[src/rtl/updown_mod_counter.sv]
// Up/down modulo counter with prescaler, wrap/saturate/one-shot modes, sync load/clear.
// Latency: count, tc, ovf and running are registered (1 edge); cmp_match is combinational from count.
// Backpressure: none; en gates the prescaler and one-shot completion stops stepping until clr/load.
//
// Ports:
//   clock, reset     : rising-edge clock, asynchronous active-high reset
//   clr, load        : synchronous clear (highest priority) and load of load_val (clipped to MAX_VAL)
//   en, presc        : count enable; one step per presc+1 enabled cycles
//   dir, mode        : 1 = up / 0 = down; 00 wrap, 01 saturate, 10 one-shot, 11 wrap
//   cmp_val          : compare value for cmp_match
//   count, tc, ovf   : current count, terminal-count pulse, sticky boundary flag
//   cmp_match        : count == cmp_val
//   running          : low once a one-shot has reached its boundary
module updown_mod_counter #(
   parameter int unsigned WIDTH   = 8,
   parameter int unsigned MAX_VAL = (1 << WIDTH) - 1,
   parameter int unsigned PRESC_W = 4
) (
   input  logic               clock,
   input  logic               reset,
   input  logic               clr,
   input  logic               en,
   input  logic               load,
   input  logic [WIDTH-1:0]   load_val,
   input  logic               dir,
   input  logic [1:0]         mode,
   input  logic [PRESC_W-1:0] presc,
   input  logic [WIDTH-1:0]   cmp_val,
   output logic [WIDTH-1:0]   count,
   output logic               tc,
   output logic               cmp_match,
   output logic               ovf,
   output logic               running
);

   localparam logic [WIDTH-1:0] MAX_V = WIDTH'(MAX_VAL);

   localparam logic [1:0] MODE_SAT     = 2'b01;
   localparam logic [1:0] MODE_ONESHOT = 2'b10;

   logic [WIDTH-1:0]   count_q, count_d;
   logic [PRESC_W-1:0] pcnt_q, pcnt_d;
   logic               tc_q, tc_d;
   logic               ovf_q, ovf_d;
   logic               running_q, running_d;

   logic [WIDTH-1:0]   load_clip;
   logic               step;
   logic               at_bound;

   // When the range covers the full word no value can exceed MAX_VAL, so the
   // clip comparison would be constant; skip it in that case.
   generate
      if (MAX_VAL == (1 << WIDTH) - 1) begin : g_full_range
         assign load_clip = load_val;
      end else begin : g_clip
         assign load_clip = (load_val > MAX_V) ? MAX_V : load_val;
      end
   endgenerate

   assign at_bound = dir ? (count_q == MAX_V) : (count_q == '0);

   always_comb begin
      count_d   = count_q;
      pcnt_d    = pcnt_q;
      tc_d      = 1'b0;
      ovf_d     = ovf_q;
      running_d = running_q;
      step      = 1'b0;

      if (clr) begin
         count_d   = '0;
         pcnt_d    = '0;
         ovf_d     = 1'b0;
         running_d = 1'b1;
      end else if (load) begin
         count_d   = load_clip;
         pcnt_d    = '0;
         running_d = 1'b1;
      end else if (en && running_q) begin
         // >= rather than == so that lowering presc mid-run fires immediately
         // instead of waiting for pcnt to wrap around.
         if (pcnt_q >= presc) begin
            pcnt_d = '0;
            step   = 1'b1;
         end else begin
            pcnt_d = pcnt_q + 1'b1;
         end
      end

      if (step) begin
         if (at_bound) begin
            tc_d  = 1'b1;
            ovf_d = 1'b1;
            case (mode)
               MODE_SAT:     count_d = count_q;
               MODE_ONESHOT: running_d = 1'b0;
               default:      count_d = dir ? '0 : MAX_V;
            endcase
         end else begin
            count_d = dir ? (count_q + 1'b1) : (count_q - 1'b1);
         end
      end
   end

   always_ff @(posedge clock or posedge reset) begin
      if (reset) begin
         count_q   <= '0;
         pcnt_q    <= '0;
         tc_q      <= 1'b0;
         ovf_q     <= 1'b0;
         running_q <= 1'b1;
      end else begin
         count_q   <= count_d;
         pcnt_q    <= pcnt_d;
         tc_q      <= tc_d;
         ovf_q     <= ovf_d;
         running_q <= running_d;
      end
   end

   assign count     = count_q;
   assign tc        = tc_q;
   assign ovf       = ovf_q;
   assign running   = running_q;
   assign cmp_match = (count_q == cmp_val);

endmodule

[config.mk]
export PLATFORM = sky130hd
export DESIGN_NAME = updown_mod_counter
export DESIGN_NICKNAME = d
export VERILOG_FILES = /design/src/rtl/updown_mod_counter.sv
export SDC_FILE = /design/constraint.sdc
export NUM_CORES = 1
export LEC_CHECK = 0
export BUFFER_PORTS_ARGS = -buffer_cell sky130_fd_sc_hd__buf_2
export CAP_MARGIN = 10
export CORE_ASPECT_RATIO = 0.8
export CORE_MARGIN = 1
export CORE_UTILIZATION = 28
export CTS_CLUSTER_DIAMETER = 100
export DETAILED_ROUTE_END_ITERATION = 10
export GPL_ROUTABILITY_DRIVEN = 0
export SKIP_LAST_GASP = 1
export SYNTH_ARGS = -nofsm -noshare
export SYNTH_HDL_FRONTEND = slang
export SYNTH_SLANG_ARGS = --single-unit
[constraint.sdc]
create_clock -name clock -period 5.9 [get_ports clock]
set_input_delay 1.77 -clock clock [delete_from_list [all_inputs] [get_ports clock]]
set_output_delay 1.77 -clock clock [all_outputs]
set_load 0.02 [all_outputs]
* Yosys cells after proc, flatten, opt, wreduce, memory -nomap -nowiden *
Index checks and enable logic that the tools add are counted.

storage, ports and cells
  logic and storage cells = 43
  flip-flop bits (word level) = 15

cells by class
  mux-type cells = 26
  equality and inequality tests = 5
  add/sub/neg operators = 3
  magnitude comparators = 1
  reductions and logical operators = 3

operator list
  operator                                          number
  2-to-1 mux 8 bit                                  6
  2-to-1 mux 4 bit                                  4
  one-hot mux 8 bit (2 select lines)                1
  2-to-1 mux 1 bit                                  15
  adder 8 x 1 -> 8 bit, second input constant       1
  == test 8 bit                                     1
  == test 8 bit, second input constant              1
  zero test 8 bit                                   1
  subtractor 8 x 1 -> 8 bit, second input constant  1
  adder 4 x 1 -> 4 bit, second input constant       1
  greater-or-equal comparator 4 bit                 1
  != test 3 bit, second input constant              1
  nonzero test 3 bit                                1
  == test 2 x 1 -> 1 bit, second input constant     1
  == test 2 bit, second input constant              1
  logical AND 1 bit                                 1

* Depth between registers and ports, before layout *
  word-level depth = 6
  depth in mapped cells = 9
  depth with buffers taken out = 8

* Worst setup path after synthesis *
OpenSTA, ideal clock, no wires.

  kind = input to output
  start point = input cmp_val[0]
  end point = output cmp_match
  setup slack = 1.838 ns
  stages on the path = 3
  arrival = 2.292 ns
  path buffers = 0
  cell sequence = xnor2_1 > nand4_1 > nor2_1

on the way
  word-level cells in the longest chain between the ends = 1

ends and longest elaborated chain
  element             line  source
  start: declaration  28    input logic [WIDTH-1:0] cmp_val,
  == test 8 bit       126   assign cmp_match = (count_q == cmp_val);
  end: declaration    31    output logic cmp_match,

No other way between the ends.

* Worst setup path after layout *
  start point = input cmp_val[2]
  end point = output cmp_match

The elaborated chain is that of the path after synthesis.

==> metrics.cfg <==
[yosys]
avgSynthCellArea_sq_um = 8.51
syn_nets = 200
synth.top_cells.by_count = o21ai_0, dfrtp_1, nor2_1, xnor2_1, ha_1
synth_cell_types = 40
async_flop_share = 1.00
synth_area_leader_cell = dfrtp_1
yosysMostFrequentCell = o21ai_0
netlist_area_sq_um = 1360
ys_seq_elements = 15
synthFlopType = dfrtp_1
synth_edf_count = 0
yosysSeqAreaShare = 0.277
synthCells = 160
yosysWarnings = 0
ys_top_cells_by_area = dfrtp_1, ha_1, xnor2_1
synth_top_area_frac = 0.257

[grt]
overflow = 0
grt_pass1_wl_um = 6000
grt_pass1_vias = 1213
track_usage = 0.156
antenna_found_initial = 0
grt_max_degree = 16

[place]
place_ws_ns = 1.75
hpwlAfterDp_um = 2810
dp_cells = 256
numPortBuffers = 39

[route]
routed_wirelength_um = 3650
detail_route.wl_per_cell_um = 14.0
initialDrtViolationCount = 86
drt_pass1_iterations = 4
viasPerCell = 5.18
drt_drc_violations_left = 0
ant_nets = 0
num_vias = 1347

[sta]
finalMaxSlewViolations = 0
fin_crit_sh = 0.703
skew_ns = 0.00383
fmaxAchievable_ghz = 0.241
fin_ws_ns = 1.75
tns_ns = 0
worst_pin_slew_ns = 0.608
hold_viol = 0
maxSlewHeadroom = 0.594
finalHoldWorstSlack_ns = 0.536
rsz0062_at_grt = false
setup_viol = 0
fin_crit_ns = 4.15

[worst_setup_path]
r2r_start = pcnt_q[0]$_DFFE_PP0P_
critPathKind = in2out
cp_common_cell = buf_2
critical_path.max_fanout = 1
path_cells = buf_2 > xnor2_1 > nand4_1 > nor2_1 > buf_2
startpoint = cmp_val[2]
arrival_ns = 2.38
r2r_cells = 8
start_kind = primary input
cp-endpoint = cmp_match
cp_slowest_cell = buf_2
max_stage_delay_ns = 0.16
required_ns = 4.13
reg2reg_to = count[6]$_DFFE_PP0P_
r2r_slack_ns = 3.61
cp-end-kind = output pin

[power]
irDropWorstVdd_v = 0.0000828
total_power_uw = 289
powerDensity_nw_per_um2 = 174
cellLeakagePower_uw = 0.000784

[die]
rows = 22
die_w_um = 80.0
pin_count = 40
die_y_um = 64.4
core_sq_um = 4620
initial_core_util = 0.294
die_area_sq_um = 5150

[clock_tree]
ctsHoldBuffers = 0
clock_sinks = 15
clockBufferDepth = 2
cts.clk_slew.worst_paths_ns = 0.06
ctsResizeCount = 0
clock_latency_ns = 0.25
numCtsBuffers = 3
ctsHtreeMaxLevel = 1
cts_setup_buffers = 0
cts_tree = yes
cts-root-buf = clkbuf_8

[final_layout]
layout.nets = 241
syn2layout_area_growth_pct = 22.2
drive_above_1_share = 0.240
finalNonFillerCells = 260
insertedDiodeCount = 0

[outcome]
outcome = finished, final reports clean

[worst_hold_path]
hold_class = reg2reg

[run]
drv_cap = 0

-- cells by family after synthesis --
kind of cell | Yosys count | share of synthesized area
AOI/OAI and AO/OA | 44 | 0.212
xor gates and xnor gates | 14 | 0.0901
adders and majority gates | 12 | 0.116
buffers and inverters | 12 | 0.0349
DFF | 15 | 0.277
muxes | 8 | 0.0588
and+or+nand+nor | 55 | 0.211
-- layout make-up --
cell class              instances  area (sq um)
flip-flops and latches         15           377
well taps                      60          75.1
clock buffers                   4          45.0
repair buffers                 39           195
inverters                       9          33.8
fillers                       504          2960
multi-input cells             133           937
-- sequential cells by signal, indices dropped and copies added (netlist names) --
register / flops
running: 1
pcnt_q: 4
count: 8
ovf: 1
tc: 1
-- cells in the final DEF, fill, tap and decap left out, drive strengths merged, types with 6 or more instances in the layout --
master,n
inv,9
nand3,6
nor3,8
xnor2,12
or3,6
ha,11
nor2,12
buf,39
a21oi,10
mux2i,8
nand2,7
o21ai,17
dfrtp,14
-- through the flow --
step                      instance area, sq um   util
after detailed placement                  1620  0.350
after global routing                      1660  0.360
after CTS                                 1660  0.360
after global placement                    1620  0.350
final                                     1660  0.360
after floorplan                           1360      -
-- power breakdown --
part	leakage, uW	internal, uW	switching, uW	total, uW
Combinational	0.000561	39.5	46.5	86.0
Clock	0.0000228	47.9	37.8	85.7
Sequential	0.000200	107	10.3	117
-- critical path: cells and delay by family --
kind	cells	cell delay (ns)
buffers and inverters	2	0.26
AND/OR/NAND/NOR	2	0.20
XOR/XNOR	1	0.14
-- metal layers --
metal | share of wire | track usage | vias to the layer above
met4 | 0.011 | 0.0469 | 0
met1 | 0.52 | 0.218 | 640
met5 | 0 | 0 | -
li1 | - | - | 674
met2 | 0.43 | 0.234 | 28
met3 | 0.033 | 0.0371 | 5
-- worst min-delay path by stage --
| stage | startpoint | to | slack, ns | cells past startpoint |
|---|---|---|---|---|
| floorplan | pcnt_q[3]$_DFFE_PP0P_ | pcnt_q[3]$_DFFE_PP0P_ | 0.49 | 2 |
| global placement | ovf$_DFF_PP0_ | ovf$_DFF_PP0_ | 0.51 | 2 |
| detailed placement | ovf$_DFF_PP0_ | ovf$_DFF_PP0_ | 0.52 | 2 |
| CTS | ovf$_DFF_PP0_ | ovf$_DFF_PP0_ | 0.54 | 2 |
| global route | ovf$_DFF_PP0_ | ovf$_DFF_PP0_ | 0.57 | 2 |
| finish | ovf$_DFF_PP0_ | ovf$_DFF_PP0_ | 0.54 | 2 |
No activity file was read; power rests on OpenSTA's default activity.
